<file path="src/rtl/logic_sweep_ctrl.sv">
// logic_sweep_ctrl
//   Sequencer for the board's 3-input custom logic component. It steps the
//   component inputs {a,b,c} through all eight combinations. Each vector is
//   held for SETTLE cycles, then f is captured into an 8-bit truth table and
//   compared against EXPECTED.
//
// Parameters
//   SETTLE      cycles each vector is held before f is sampled (1..255)
//   EXPECTED    expected truth table, bit i = f for {a,b,c} = i
//
// Ports
//   clk          rising-edge clock
//   reset        synchronous, active-high
//   start        request a sweep (only honoured in IDLE)
//   abort        terminate a sweep in progress / suppress loop at DONE
//   loop         restart automatically when a sweep completes
//   f            output of the component under control
//   a, b, c      vector driven to the component ({a,b,c} = vec_idx)
//   vec_idx      current vector index
//   busy         sweep in progress
//   done         one-cycle pulse on sweep completion
//   pass         last completed sweep matched EXPECTED
//   truth_table  captured f values
//   mismatch     per-vector truth_table ^ EXPECTED
//   fail_count   failed sweeps since reset, saturating at 255
//
// All outputs come straight from flops; the combinational block only computes
// next-register values.

module logic_sweep_ctrl #(
    parameter int unsigned SETTLE   = 2,
    parameter logic [7:0]  EXPECTED = 8'hA6
) (
    input  logic       clk,
    input  logic       reset,
    input  logic       start,
    input  logic       abort,
    input  logic       loop,
    input  logic       f,
    output logic       a,
    output logic       b,
    output logic       c,
    output logic [2:0] vec_idx,
    output logic       busy,
    output logic       done,
    output logic       pass,
    output logic [7:0] truth_table,
    output logic [7:0] mismatch,
    output logic [7:0] fail_count
);

    localparam logic [7:0] RELOAD = 8'(SETTLE - 1);

    typedef enum logic [1:0] {
        IDLE  = 2'd0,
        DRIVE = 2'd1,
        DONE  = 2'd2
    } state_t;

    state_t     state, state_nx;
    logic [7:0] settle_cnt, settle_cnt_nx;
    logic [2:0] vec_idx_nx;
    logic       busy_nx, done_nx, pass_nx;
    logic [7:0] truth_table_nx, mismatch_nx, fail_count_nx;
    logic       launch;

    // The component inputs always equal the registered vector index:
    // zero in IDLE, the swept vector in DRIVE, 7 during the DONE cycle.
    assign {a, b, c} = vec_idx;

    always_comb begin
        state_nx       = state;
        settle_cnt_nx  = settle_cnt;
        vec_idx_nx     = vec_idx;
        busy_nx        = busy;
        done_nx        = 1'b0;
        pass_nx        = pass;
        truth_table_nx = truth_table;
        mismatch_nx    = mismatch;
        fail_count_nx  = fail_count;
        launch         = 1'b0;

        case (state)
            IDLE: begin
                if (start && !abort) begin
                    launch = 1'b1;
                end
            end

            DRIVE: begin
                if (abort) begin
                    // Partial truth_table/mismatch are kept for inspection.
                    state_nx   = IDLE;
                    busy_nx    = 1'b0;
                    pass_nx    = 1'b0;
                    vec_idx_nx = '0;
                end else if (settle_cnt != '0) begin
                    settle_cnt_nx = settle_cnt - 8'd1;
                end else begin
                    truth_table_nx[vec_idx] = f;
                    mismatch_nx[vec_idx]    = f ^ EXPECTED[vec_idx];
                    if (vec_idx == 3'd7) begin
                        // pass and fail_count use the post-capture mismatch so
                        // vector 7 is included in the same edge as done.
                        state_nx = DONE;
                        busy_nx  = 1'b0;
                        done_nx  = 1'b1;
                        pass_nx  = (mismatch_nx == '0);
                        if (mismatch_nx != '0 && fail_count != 8'hFF) begin
                            fail_count_nx = fail_count + 8'd1;
                        end
                    end else begin
                        vec_idx_nx    = vec_idx + 3'd1;
                        settle_cnt_nx = RELOAD;
                    end
                end
            end

            DONE: begin
                if (loop && !abort) begin
                    launch = 1'b1;
                end else begin
                    state_nx   = IDLE;
                    vec_idx_nx = '0;
                end
            end

            default: begin
                state_nx   = IDLE;
                busy_nx    = 1'b0;
                vec_idx_nx = '0;
            end
        endcase

        // Common sweep initialisation for a start from IDLE or a loop restart.
        if (launch) begin
            state_nx       = DRIVE;
            vec_idx_nx     = '0;
            settle_cnt_nx  = RELOAD;
            busy_nx        = 1'b1;
            pass_nx        = 1'b0;
            truth_table_nx = '0;
            mismatch_nx    = '0;
        end
    end

    always_ff @(posedge clk) begin
        if (reset) begin
            state       <= IDLE;
            settle_cnt  <= '0;
            vec_idx     <= '0;
            busy        <= 1'b0;
            done        <= 1'b0;
            pass        <= 1'b0;
            truth_table <= '0;
            mismatch    <= '0;
            fail_count  <= '0;
        end else begin
            state       <= state_nx;
            settle_cnt  <= settle_cnt_nx;
            vec_idx     <= vec_idx_nx;
            busy        <= busy_nx;
            done        <= done_nx;
            pass        <= pass_nx;
            truth_table <= truth_table_nx;
            mismatch    <= mismatch_nx;
            fail_count  <= fail_count_nx;
        end
    end

endmodule

</file>
<file path="config.mk">
export PLATFORM = sky130hd
export DESIGN_NAME = logic_sweep_ctrl
export DESIGN_NICKNAME = d
export VERILOG_FILES = /design/src/rtl/logic_sweep_ctrl.sv
export SDC_FILE = /design/constraint.sdc
export NUM_CORES = 1
export LEC_CHECK = 0
export CAP_MARGIN = 20
export CORE_UTILIZATION = 47
export CTS_CLUSTER_SIZE = 12
export DETAILED_ROUTE_END_ITERATION = 8
export PLACE_DENSITY = 0.73
export REMOVE_ABC_BUFFERS = 1
export SLEW_MARGIN = 10
export SYNTH_ARGS = -nofsm -noshare
export SYNTH_HDL_FRONTEND = slang
export SYNTH_SLANG_ARGS = --single-unit
</file>
<file path="constraint.sdc">
create_clock -name clk -period 2.75 [get_ports clk]
set_clock_uncertainty 0.05 [all_clocks]
set_input_delay 0.55 -clock clk [delete_from_list [all_inputs] [get_ports clk]]
set_output_delay 0.55 -clock clk [all_outputs]
set_load 0.02 [all_outputs]
</file>
=== Yosys cells after proc, flatten, opt, wreduce, memory -nomap -nowiden ===
Memory sizes are Yosys's and may differ from the RTL's. A register that Yosys moved wholly into a read port is not among the register bits.
Cells that the tools add are included.

* Flip-flop bits (word level): 40
* Latch bits: 0
* Bits in writable memories: 0
* ROM bits: 8
* Input bits: 6
* Output and inout bits: 33
* Word-level logic and storage cells: 97
* Memories: 1

* $add $sub $neg: 3
* Multipliers: 0
* Div/mod/pow operators: 0
* Order comparisons: 2
* Eq/ne operators: 17
* Shifts and indexed selects: 0
* Muxes and demuxes: 35
* Bitwise logic cells: 5
* Reductions and logical operators: 23

{| class="wikitable"
|+ Memories
! name !! words !! bits a word !! rd ports !! clocked after Yosys merged registers in !! write ports !! RTL line !! text
|-
| (name not given) || 8 || 1 || 1 || 1 || 0 || 101 || <nowiki>mismatch_nx[vec_idx] = f ^ EXPECTED[vec_idx];</nowiki>
|}

{| class="wikitable"
|+ Operators by type and width
! cell !! number
|-
| 2-to-1 mux 3 bit || 6
|-
| bitwise mux 8 bit || 2
|-
| 2-to-1 mux 1 bit || 16
|-
| 2-to-1 mux 8 bit || 2
|-
| nonzero test 8 bit || 2
|-
| inequality test 3 bit, second input constant || 5
|-
| AND reduction 3 bit || 5
|-
| AND reduction 4 bit || 3
|-
| case mux 3 bit (3 select lines) || 1
|-
| adder 8 x 1 -> 8 bit, second input constant || 1
|-
| zero test 8 bit || 1
|-
| 2-to-1 mux 2 bit || 4
|-
| inequality test 2 bit, second input constant || 4
|-
| inequality test 4 bit, second input constant || 2
|-
| inequality test 8 bit, second input constant || 1
|-
| subtractor 8 x 1 -> 8 bit, second input constant || 1
|-
| case mux 2 bit (3 select lines) || 1
|-
| AND reduction 5 bit || 1
|-
| logical AND 1 bit || 4
|-
| less-than comparator 3 x 4 -> 1 bit, second input constant || 1
|-
| inequality test 2 x 1 -> 1 bit, second input constant || 2
|-
| NOT 1 bit || 4
|-
| case mux 1 bit (2 select lines) || 2
|-
| nonzero test 2 bit || 2
|-
| 11 further kinds || 12
|}

=== Logic depth before layout (Yosys ltp) ===
* Word-level depth: 9
* Mapped depth: 8
* Gate-level depth less buffers: 8

=== Least setup slack after synthesis ===
No wires, ideal clock.

* Path kind: input to register
* Start point: in abort
* End point: reg fail_count[3]
* Setup time: 121 ps
* Arrival time: 2145 ps
* Required time: 2579 ps
* Setup slack: 434 ps
* Stages: 6
* Path buffers: 0
* Cells stage by stage: or3b_2 -> nor4_4 -> o211a_4 -> nand4_1 -> a21oi_1 -> mux2_2

* Word-level cells in the longest chain between the ends: 2

{| class="wikitable"
|+ Ends and longest elaborated chain
! item !! RTL line !! text
|-
| start: declaration || 37 || <nowiki>input logic abort,</nowiki>
|-
| NOT 1 bit (no line) || -- ||
|-
| AND reduction 5 bit (no line) || -- ||
|-
| end signal: assignment || 167 || <nowiki>fail_count <= fail_count_nx;</nowiki>
|-
| end: declaration || 49 || <nowiki>output logic [7:0] fail_count</nowiki>
|}

Every way passes these cells.
A chain may end at the register's enable or synchronous reset.

=== Worst setup path in the final report ===
* Start point: in f
* End point: reg fail_count[7]

* Word-level cells in the longest chain between the ends: 5

{| class="wikitable"
|+ Ends and longest elaborated chain
! item !! RTL line !! text
|-
| start: declaration || 39 || <nowiki>input logic f,</nowiki>
|-
| bitwise XOR 1 bit || 101 ||
|-
| bitwise mux 8 bit || 101 ||
|-
| nonzero test 8 bit || 109 || <nowiki>if (mismatch_nx != '0 && fail_count != 8'hFF) begin</nowiki>
|-
| logical AND 1 bit || 109 ||
|-
| AND reduction 5 bit (no line) || -- ||
|}

Every way passes these cells.

==> results.md <==
- Status: complete, no violations
- Origin of the critical flop-to-flop path: vec_idx[2]
- Post-cts hold buffer count: 0
- Fin. Hold Viols: 0
- Share of layout cells above drive strength 1: 0.133
- FF-to-FF path depth: 6
- Clock buffer depth: 2
- Mux cell area share after synthesis: 0.121
- Dpl hpwl: roughly 3300 um
- Met2 WL post-DR: slightly above 2000 um
- Met1 wire length: 2160 um
- IO Port Bufs: 38
- Synth Area in XOR/XNOR: 0.0327
- Hold Crit Depth: 2
- Final ANT Viol Nets: 0
- CTS tree: done
- Sequential fraction of the synthesis area: 0.383
- Root buffer cell: clkbuf_8
- H-Tree Depth: 2
- Largest net degree at the start of global routing: 21
- Simple-Gate Fraction of Synth Area: 0.285
- Hold Crit Start: pass
- Register area: 821 um2
- Crit Path Max Fanout: 10
- Final core occ: 0.631
- Num CTS Buffers: 5
- Yosys reg bits: between 40 and 50
- Fin crit share: 0.928
- Chip Width: between 60 and 70 um
- Post-synth top area share: 0.383
- Die ar.: between 4000 and 5000 um2
- CP required: between 2 and 3 ns
- Synth area leader: dfxtp_1
- DR vias/cell: 5.43
- Fin crit period: 2.55 ns
- Fmax: 0.392 GHz
- Setup violators final: 0
- Footprint of the multi-input gates: approximately 1200 um2
- Synthesized area: approximately 2100 um2
- Slew margin rel.: 0.525
- Net Sw Frac: 0.227
- Post-synth top flop: dfxtp_1
- Site Rows: 24
- Number of synthesized flops with an enable pin: 0
- Initial core utilization: 0.492
- Die Span Y: 69.5 um
- Worst vdd ir: between 0.0003 and 0.0004 V
- Synth top area cells: dfxtp_1 38%, mux2i_1 8.4%, nor2_1 7.4%, a21oi_1 3.5%, nand2b_1 2.9%
- Total negative setup slack: 0 ns
- Antenna violations before repair: 0
- Setup CP Type: primary input to register
- Vias in the first global route: 1744
- Combinational power share: 0.088
- Area after DPL: around 2600 um2
- Critical path endpoint category: register
- Syn Area/Cell: 8.68 um2
- Wire per inst: ~13 um
- Antenna fix cells: 0
- Most frequent cell after synthesis: nor2_1
- R2R setup slack: 0.31 ns
- Distinct cells, synth: 48
- Max-Cap Viols: 0
- Flop pwr share: 0.498
- First drt pass iteration count: 4
- Final net count: approximately 300
- Area Overhead vs Synth: 28.1%
- Worst EP arrival: around 2.7 ns
- RSZ-0062 raised after global routing: false
- Setup bufs post-CTS: 0
- Clk pwr share: 0.414
- Core Box Area: approximately 4400 um2
- CP Launch Type: primary input
- Lkg Pwr: between 1 and 1.5 nW
- Sink Count: a little over 40
- Min-delay worst type: register to register
- Final slew viol count: 0
- DRC: 0
- DRT iter0 DRCs: approximately 130
- R2r endpoint: fail_count[6]
- PD cells: roughly 440 nW/um2
- Slew @ Worst Pin: between 0.7 and 0.8 ns
- Layout Cell Area excl Fill: approximately 2700 um2
- Final GP Congestion: between 0.7 and 0.8
- Grt ovf: 0
- Clock Pin Slew Worst Setup and Hold Paths: around 0.08 ns
- First-pass GRT wire length: 7940 um
- Worst-Skew Late Latency: 0.30 ns
- Synth Area in Compound Gates: 0.113
- I/O pins: 39
- Post-synthesis cell count: between 200 and 250
- Metal3 WL: 225 um
- Synth warn: 0
- Switching pwr: between 0.2 and 0.3 mW
- Vias: roughly 1900
- CTS resizes: 0
- Final WL: ~4500 um
- Highest routed metal layer: met4
- Hold_ws: about 0.42 ns
- Adder-Cell Fraction of Synth Area: 0.0234
- Gr usage total: 0.202
- Final WS setup: roughly 0.2 ns
- DP Worst Slack: -0.0863 ns
- Cell-internal power: between 0.9 and 1 mW
- Synth async-reset ratio: 0
- Fillers: between 300 and 400
- Main combinational cell family by area after synthesis: simple AND/OR/NAND/NOR gates
- Post-synth top cells: 42 x nor2_1, 41 x dfxtp_1, 18 x mux2i_1
- Worst hold path endpoint: pass
## worst max-delay path, stage by stage
cell and delay, ns:
clkdlybuf4s50_1 0.51, xor2_1 0.59, o22ai_1 0.18, nand3b_1 0.17
a31oi_4 0.16, a21oi_1 0.18, mux2_2 0.35
## layer usage
metal	vias up	global-route usage
li1	949	-
met5	-	0
met4	0	0.104
met2	44	0.312
met1	875	0.267
met3	6	0.0392
## flip-flops by register name (all words and copies together) (netlist names), named ones only
signal,flops
fail_count,8
mismatch,8
settle_cnt,8
truth_table,8
vec_idx,3
state,2
busy,1
done,1
pass,1
## cell usage in the layout (no fill, tap or decap), drive strengths merged, types with 2 or more instances in the layout
cell type / instances
mux2: 7
xnor2: 5
nor3b: 2
or3: 2
a21oi: 15
nor2b: 10
nand2: 14
xor2: 3
or4b: 2
nor2: 42
mux2i: 18
nor3: 5
nand3b: 3
or4: 2
nor4: 5
nand3: 8
clkbuf: 6
nand4: 3
a31oi: 2
nand2b: 10
or2: 2
buf: 14
o22ai: 3
clkdlybuf4s50: 38
dfxtp: 41
o21ai: 4
ha: 4
inv: 6
## power by group through the flow
stage	clock network (mW)	registers, mW	logic (mW)
detailed placement	0	0.623	0.108
finish	0.505	0.609	0.108
floorplan	0	0.624	0.0599
global placement	0	0.622	0.107
CTS	0.524	0.609	0.109
global route	0.549	0.610	0.119
## logic make-up (layout without fill, tap and decap cells)
kind of cell,after synthesis,in the layout
simple gates,115,115
buf+inv,20,66
xor+xnor,8,8
compound gates,34,34
flops,41,41
mux,25,25
fa+ha+maj,4,4
## how the worst max path moves through the flow
stage                     startpoint            end
after CTS                          f  fail_count[7]
after global placement             f  fail_count[0]
final                              f  fail_count[7]
after global routing               f  fail_count[6]
after detailed placement           f  fail_count[0]
after floorplan           vec_idx[1]  fail_count[4]
## per-stage QoR
stage	cells	total power [mW]
2_1_floorplan	233	0.684
3_3_place_gp	337	0.729
3_5_place_dp	337	0.731
4_1_cts	345	1.24
5_1_grt	345	1.28
6_report	345	1.22
## final cells by class
class,count,area share
well taps,52,0.0237
repair buffers,52,0.177
inverters,6,0.00820
clock buffers,6,0.0301
flip-flops and latches,41,0.299
multi-input cells,186,0.449
clock inverters,2,0.0137
Note: power is estimated with default switching activity, not from simulation.
